`config.mk`:
```
export PLATFORM = sky130hd
export DESIGN_NAME = ber_delay_line
export DESIGN_NICKNAME = d
export VERILOG_FILES = /design/src/rtl/ber_delay_line.sv
export SDC_FILE = /design/constraint.sdc
export NUM_CORES = 1
export LEC_CHECK = 0
export CELL_PAD_IN_SITES_DETAIL_PLACEMENT = 1
export CELL_PAD_IN_SITES_GLOBAL_PLACEMENT = 2
export CORE_ASPECT_RATIO = 1.5
export CORE_MARGIN = 2
export CORE_UTILIZATION = 52
export CTS_BUF_LIST = sky130_fd_sc_hd__clkbuf_16
export CTS_CLUSTER_DIAMETER = 80
export DETAILED_ROUTE_END_ITERATION = 6
export PLACE_DENSITY_LB_ADDON = 0.1
export SYNTH_ARGS = -nofsm -noshare
export SYNTH_HDL_FRONTEND = slang
export SYNTH_SLANG_ARGS = --single-unit
```
`constraint.sdc`:
```
create_clock -name clk -period 1.3 [get_ports clk]
set_clock_uncertainty 0.1 [all_clocks]
set_input_delay 0.26 -clock clk [delete_from_list [all_inputs] [get_ports clk]]
set_output_delay 0.26 -clock clk [all_outputs]
set_load 0.05 [all_outputs]
```
`src/rtl/ber_delay_line.sv`:
```
// rtl/ber_delay_line.sv - fixed-depth shift register aligning encoder input with decoder output
module ber_delay_line #(
   parameter int DEPTH = 64,
   parameter int WIDTH = 2
) (
   input  logic             clk,
   input  logic             rst,
   input  logic [WIDTH-1:0] din_i,
   output logic [WIDTH-1:0] dout_o
);

   logic [WIDTH-1:0] stage_q [DEPTH];
   logic [WIDTH-1:0] stage_d [DEPTH];

   // next stage contents: every stage takes its predecessor, stage 0 takes the input
   always_comb begin
      stage_d[0] = din_i;
      for (int i = 1; i < DEPTH; i++) begin
         stage_d[i] = stage_q[i-1];
      end
   end

   // shift every cycle regardless of checker state; reset empties the line
   always_ff @(posedge clk or negedge rst) begin
      if (!rst) begin
         for (int i = 0; i < DEPTH; i++) begin
            stage_q[i] <= '0;
         end
      end else begin
         stage_q <= stage_d;
      end
   end

   assign dout_o = stage_q[DEPTH-1];

endmodule

```
**After elaboration in Yosys (flattened, before gate mapping)**

Cells that the tools add are included.

- Register bits after elaboration: 128
- Latch bits: 0
- Memory bits (writable): 0
- Bits in read-only memories: 0
- Input bits: 4
- Output and inout bits: 2
- Logic and storage cells: 64
- Memories kept: 0

- $add $sub $neg: 0
- Multipliers: 0
- Div/mod/pow operators: 0
- Magnitude comparators: 0
- Equal/unequal tests: 0
- Shift operators: 0
- Mux-type cells: 0
- Bitwise logic cells: 0
- Reduce and logical (&&, ||, !) cells: 0

**Depth between registers and ports, before layout**

Gate-level depths: netlist (run 1).

- Depth in word-level cells: 0
- Depth in mapped cells: 0
- Depth with buffers taken out: 0

**Worst setup path before layout (run 1)**

OpenSTA, ideal clock, no wires.

- Kind: register -> output
- Start point: register stage_q, in the netlist dout_o[0]
- End point: output dout_o[0]
- Arrival time: 586 ps
- Data required time: 940 ps
- Path slack: 354 ps
- Cell stages (with the launch flop): 1
- Buffers on the path: 0
- Path through: dfrtp_1

RTL lines:

| what | line | source |
|---|---|---|
| from (decl) | 12 | `logic [WIDTH-1:0] stage_q [DEPTH];` |
| from (signal assigned) | 30 | `stage_q <= stage_d;` |
| to (decl) | 9 | `output logic [WIDTH-1:0] dout_o` |

No word-level cell between the ends.

**Worst setup path in the final report (run 1)**

- Start point: register stage_q, in the netlist dout_o[0]
- End point: output dout_o[0]

No word-level cell between the ends.

==> flow_summary.json, run 1 <==
{
  "outcome": "finished, violations left",
  "violations": "negative setup slack",
  "final-instance-count-excl-fill": 245,
  "coreArea_um2": 6040,
  "length_in_cells_of_the_worst_reg_to_reg_path": 0,
  "critical_path_required_ps": 940,
  "crit_type": "reg -> out",
  "buffer_ports.inserted": 5,
  "initial_core_util": 0.530,
  "synth_nets": 132,
  "slowest_cell_on_the_critical_path": "dfrtp_1",
  "worstPathMaxFanout": 1,
  "timing.final.ws_setup_ps": -34.5,
  "comb.multi_input.count": 0,
  "intPower_mw": 7.38,
  "grt.met2_usage": 0.281,
  "sequential_power_share": 0.456,
  "synth_cell_type_count": 1,
  "worstHoldEndpoint": "stage_d[125]$_DFF_PN0_",
  "end_kind": "output port",
  "synth_fa_ha_area_frac": 0,
  "area_taken_by_multi_input_logic_gates_um2": 0,
  "layout-area-overhead-vs-synth_pct": 27.4,
  "finalInstanceArea_um2": 4080,
  "mean_routed_wirelength_per_cell_um": 21.1,
  "share_of_the_core_filled_with_cells_in_the_final_layout": 0.675,
  "net-switching-power_mw": 1.85,
  "p_sw_frac": 0.200,
  "cts.htree.levels": 4,
  "gr-usage-all-layers": 0.197,
  "layout_common_cells": "dfrtp_1, clkbuf_16, buf_12",
  "power_density_nw_per_um2": 2260,
  "gr-max-usage-layer": "met2",
  "grt_first_pass_wirelength_mm": 8.38,
  "hold_path_startpoint": "din_i[1]",
  "finalCritPeriodShare": 1.03,
  "drt_pass1_iterations": 4,
  "grt_max_degree": 38,
  "finalWorstPathRequiredPeriod_ps": 1330,
  "cp_top_delay_family": "flip-flops",
  "finalMaxSlewViolations": 0,
  "cts_post_setup_buffers_inserted": 0,
  "delay_contributed_by_the_slowest_stage_of_the_critical_path_ps": 410,
  "filler_cell_count": 431,
  "worst_pin_slew_ps": 439,
  "rows": 35,
  "drt_wl_total_mm": 5.16,
  "portion_of_total_power_attributed_to_combinational_logic": 0.012,
  "seq_area_um2": 3200,
  "die-area_um2": 6820,
  "placedInstanceArea_um2": 3450,
  "seq_area_frac_synth": 1.00,
  "worstSetupStartpointType": "flop",
  "synth.mux.area_fraction": 0,
  "number_of_antenna_violations_at_the_first_check_in_global_routing": 0,
  "initialDrtViolationCount": 26,
  "route.detailed.drc": 0,
  "worst_hold_path.num_cells": 1,
  "synth.ff_latch_count": 128,
  "maxCapViolations": 0,
  "slew_headroom": 0.707,
  "synthSimpleGateAreaFrac": 0,
  "place.detailed.hpwl_mm": 1.91,
  "globalRouteMet3Util": 0.0863,
  "layout-drive-gt1-share": 0.228,
  "cts_max_path_buffers": 2,
  "synth_cells": 128,
  "setup.reg_to_reg.worst_slack_ps": 680,
  "cts_sinks": 128,
  "grt_setup_unrepaired": "yes",
  "placedCellCount": 212,
  "tritoncts": "yes",
  "worstSkewPairLatency_ps": 410,
  "clock-root-buffer": "clkbuf_16",
  "static-leakage-power_nw": 1.94,
  "global_route.usage.met1": 0.254,
  "timing.critical_path.depth": 1,
  "final_common_cell": "dfrtp_1",
  "hold_path_class": "in -> reg",
  "detailedPlace.worstSlack_ps": 397,
  "ctsResizeCount": 0,
  "synth_compound_area_frac": 0,
  "path_buf_inv": 1,
  "dieWidth_um": 68.1,
  "synthesis.area_per_instance_um2": 25.0,
  "postRouteAntennaNets": 0,
  "globalRouteOverflowTotal": 0,
  "ir_drop_mv": 1.52,
  "detail_route.vias_per_cell": 4.47,
  "cts_buffers": 17,
  "max_freq_mhz": 749,
  "worst_r2r_endpoint": "stage_d[85]$_DFF_PN0_",
  "yosysWarningCount": 0,
  "setup_total_negative_slack_ps": -49.7,
  "vias": 1096,
  "number_of_global_route_vias_before_repair": 1422,
  "clk_pin_slew_worst_paths_ps": 60,
  "synth-xor-area-share": 0,
  "clkPwrFrac": 0.532,
  "finalSetupViolations": 2,
  "die-height_um": 100,
  "critical_path.reg2reg.startpoint": "stage_d[87]$_DFF_PN0_",
  "worst_endpoint_data_arrival_time_ps": 970,
  "final_net_count": 162,
  "boundaryPins": 6,
  "cp_cell_sequence": "buf_12",
  "synth_area_um2": 3200,
  "final_hold_viol_count": 0,
  "insertedDiodeCount": 0,
  "finalWeightedCongestion": 0.666
}
==> synth_stat cells, drive strengths merged <==
master	number	area, um2
dfrtp	128	3200
==> final cells by class <==
| cell class | count | share of cell area |
|---|---|---|
| sequential | 128 | 0.785 |
| clock buffer | 17 | 0.104 |
| clock inverter | 15 | 0.0475 |
| timing repair buffer | 11 | 0.0405 |
| tap | 74 | 0.0227 |
==> what timing repair did <==
item,in CTS,in global routing
hold buffers,1,0
setup endpoints to repair,2,2
endpoints found under the hold margin,24,0
==> worst max-delay path by stage <==
stage                                   start                endpoint  slack (ps)
after floorplan           dout_o[0]$_DFF_PN0_               dout_o[0]         350
after global placement    dout_o[1]$_DFF_PN0_               dout_o[1]         410
after detailed placement             din_i[0]  stage_d[124]$_DFF_PN0_         400
after CTS                 dout_o[0]$_DFF_PN0_               dout_o[0]         -50
after global routing      dout_o[0]$_DFF_PN0_               dout_o[0]         -70
final                     dout_o[0]$_DFF_PN0_               dout_o[0]         -30
==> registers in the layout, indices dropped and copies added, names as in the netlist <==
name	cells
stage_d	126
dout_o	2
==> per-stage QoR <==
stage          hold slack [ps]  power (mW)
2_1_floorplan             -136        4.24
3_3_place_gp               114        4.37
3_5_place_dp               131        4.38
4_1_cts                    181        9.38
5_1_grt                    181        9.57
6_report                   206        9.23
==> metal layers <==
| layer | wire [um] | vias up |
|---|---|---|
| met5 | 0 | - |
| met4 | 108 | 0 |
| met3 | 163 | 8 |
| met2 | 2650 | 17 |
| met1 | 2230 | 611 |
| li1 | - | 460 |
==> power by group through the flow <==
stage / combinational (mW) / clock, mW / sequential [mW]
6_report: 0.115 / 4.91 / 4.21
3_3_place_gp: 0.107 / 0 / 4.26
3_5_place_dp: 0.115 / 0 / 4.26
5_1_grt: 0.133 / 5.22 / 4.22
4_1_cts: 0.121 / 5.05 / 4.21
2_1_floorplan: 0 / 0 / 4.24
==> cell families (layout without fill, tap and decap cells) <==
kind of cell	count (synthesis)	count (layout)
buffers and inverters	0	43
flip-flops	128	128
Power figures use the tool's default switching activity.
==> inputs of run 2 (changes only) <==
--- a/config.mk
+++ b/config.mk
@@ -5,6 +5,7 @@
 export SDC_FILE = /design/constraint.sdc
 export NUM_CORES = 1
 export LEC_CHECK = 0
+export CAP_MARGIN = 0
 export CELL_PAD_IN_SITES_DETAIL_PLACEMENT = 1
 export CELL_PAD_IN_SITES_GLOBAL_PLACEMENT = 2
 export CORE_ASPECT_RATIO = 1.5
==> constraint.sdc (replaced) <==
create_clock -name clk -period 1.3 [get_ports clk]
set_clock_uncertainty 0.1 [all_clocks]
set_input_delay 0.13 -clock clk [delete_from_list [all_inputs] [get_ports clk]]
set_output_delay 0.13 -clock clk [all_outputs]
set_load 0.05 [all_outputs]
==> run 2 against run 1 <==
  * The run now ends clean
  * First-iteration DRC count grew 69%
  * Register-to-register slack is essentially flat
  * Fmax grew 11%
  * Worst setup slack gained 140 ps
  * Final cell count shrank 0.41%
  * Wire length shrank 3.3%
  * Via count shrank 2.2%
  * Combinational power shrank 8%
  * Global-route usage shrank 0.63 points
  * Design area shrank 1.5%
  * Non-clock buffer count shrank 1
  * Clock-buffer cell count is the same
  * Highest routed layer unchanged
==> flow_summary.json, run 2 (same netlist as run 1, synthesis figures left out) <==
{
  "outcome": "finished, final reports clean",
  "worst_r2r_endpoint": "dout_o[1]$_DFF_PN0_",
  "crit_type": "reg -> out",
  "total_power_mw": 8.93,
  "grt_first_pass_wirelength_mm": 7.99,
  "hold_path_class": "in -> reg",
  "hold_path_startpoint": "din_i[1]",
  "finalWorstPathRequiredPeriod_ps": 1200,
  "final_net_count": 161,
  "static-leakage-power_nw": 1.91,
  "cts_max_path_buffers": 2,
  "finalSetupViolations": 0,
  "rows": 35,
  "finalWeightedCongestion": 0.658,
  "comb.multi_input.count": 0,
  "finalCritPeriodShare": 0.923,
  "layout_common_cells": "dfrtp_1, clkbuf_16, buf_12",
  "slew_headroom": 0.730,
  "setup.reg_to_reg.worst_slack_ps": 690,
  "critical_path_required_ps": 1070,
  "drt_wl_total_mm": 4.99,
  "timing.final.ws_setup_ps": 101,
  "detail_route.vias_per_cell": 4.39,
  "maxCapViolations": 0,
  "final_hold_viol_count": 0,
  "die-area_um2": 6820,
  "number_of_antenna_violations_at_the_first_check_in_global_routing": 0,
  "vias": 1072,
  "finalMaxSlewViolations": 0,
  "grt_max_degree": 38,
  "buffer_ports.inserted": 5,
  "globalRouteOverflowTotal": 0,
  "clock-root-buffer": "clkbuf_16",
  "insertedDiodeCount": 0,
  "slowest_cell_on_the_critical_path": "dfrtp_1",
  "postRouteAntennaNets": 0,
  "coreArea_um2": 6040,
  "cp_top_delay_family": "flip-flops",
  "cts_sinks": 128,
  "number_of_global_route_vias_before_repair": 1368,
  "detailedPlace.worstSlack_ps": 524,
  "worstSkewPairLatency_ps": 410,
  "layout-area-overhead-vs-synth_pct": 25.5,
  "die-height_um": 100,
  "initialDrtViolationCount": 44,
  "placedCellCount": 211,
  "area_taken_by_multi_input_logic_gates_um2": 0,
  "path_buf_inv": 1,
  "worstHoldEndpoint": "stage_d[125]$_DFF_PN0_",
  "worst_hold_path.num_cells": 1,
  "layout-drive-gt1-share": 0.200,
  "max_freq_mhz": 834,
  "cts_buffers": 17,
  "cts.htree.levels": 4,
  "delay_contributed_by_the_slowest_stage_of_the_critical_path_ps": 410,
  "length_in_cells_of_the_worst_reg_to_reg_path": 0,
  "cp_cell_sequence": "buf_12",
  "final-instance-count-excl-fill": 244,
  "largest_reg_flops": 126,
  "worst_endpoint_data_arrival_time_ps": 970,
  "worstPathMaxFanout": 1,
  "critical_path.reg2reg.startpoint": "stage_d[1]$_DFF_PN0_",
  "end_kind": "output port",
  "cp-startpoint": "dout_o[0]$_DFF_PN0_",
  "initial_core_util": 0.530,
  "filler_cell_count": 431,
  "setup_total_negative_slack_ps": 0,
  "cts_post_setup_buffers_inserted": 0,
  "mean_routed_wirelength_per_cell_um": 20.4,
  "drt_pass1_iterations": 4,
  "clk_pin_slew_worst_paths_ps": 60,
  "tritoncts": "yes",
  "place.detailed.hpwl_mm": 1.94,
  "dieWidth_um": 68.1,
  "worst_pin_slew_ps": 405,
  "boundaryPins": 6,
  "final_common_cell": "dfrtp_1",
  "power_density_nw_per_um2": 2220,
  "gr-usage-all-layers": 0.191,
  "ir_drop_mv": 1.34,
  "worstSetupStartpointType": "flop",
  "route.detailed.drc": 0,
  "grt_setup_unrepaired": "no"
}
-- run 2: cell count changes in the layout (fill, tap and decap cells not counted), sizes merged --
cell / change
clkinv: -2
buf: -1
clkinvlp: +2
bufinv: -1
inv: +1
-- run 2: report_power, final --
| group | switching, mW | leakage [nW] | internal (mW) |
|---|---|---|---|
| sequential | 0.0603 | 1.56 | 4.15 |
| combinational | 0.0769 | 0.0661 | 0.0292 |
| clock | 1.66 | 0.283 | 2.96 |
-- run 2: cell type report --
cell class            instances  area (um2)  share of cell area
clock buffer                 17         425               0.106
sequential                  128        3200               0.797
tap                          74        92.6              0.0230
clock inverter               15         154              0.0383
timing repair buffer         10         145              0.0361
-- run 2: per-stage QoR --
| stage | util | hold slack, ps | cell area [um2] |
|---|---|---|---|
| 6_report | 0.665 | 84.7 | 4020 |
| 5_1_grt | 0.665 | 59.9 | 4020 |
| 4_1_cts | 0.665 | 71.8 | 4020 |
| 3_5_place_dp | 0.568 | -13.0 | 3430 |
| 3_3_place_gp | 0.568 | -28.9 | 3430 |
| 2_1_floorplan | - | -266 | 3200 |
-- run 2: worst max-delay path by stage --
stage / end / slack (ps) / depth (start not counted)
after floorplan: dout_o[0] / 480 / 0
after global placement: dout_o[0] / 540 / 1
after detailed placement: stage_d[125]$_DFF_PN0_ / 520 / 1
after CTS: dout_o[0] / 70 / 1
after global routing: dout_o[0] / 60 / 1
final: dout_o[0] / 100 / 1
-- run 2: repair_timing --
action                                 CTS  global route
hold buffers                             1             0
endpoints found under the hold margin  128             0
resized for setup                        0             0
-- run 2: layer usage --
layer / track usage / routed length [um] / vias to the layer above
li1: - / - / 454
met1: 0.248 / 2270 / 592
met2: 0.264 / 2440 / 18
met3: 0.0964 / 171 / 8
met4: 0.102 / 99 / 0
met5: 0 / 0 / -
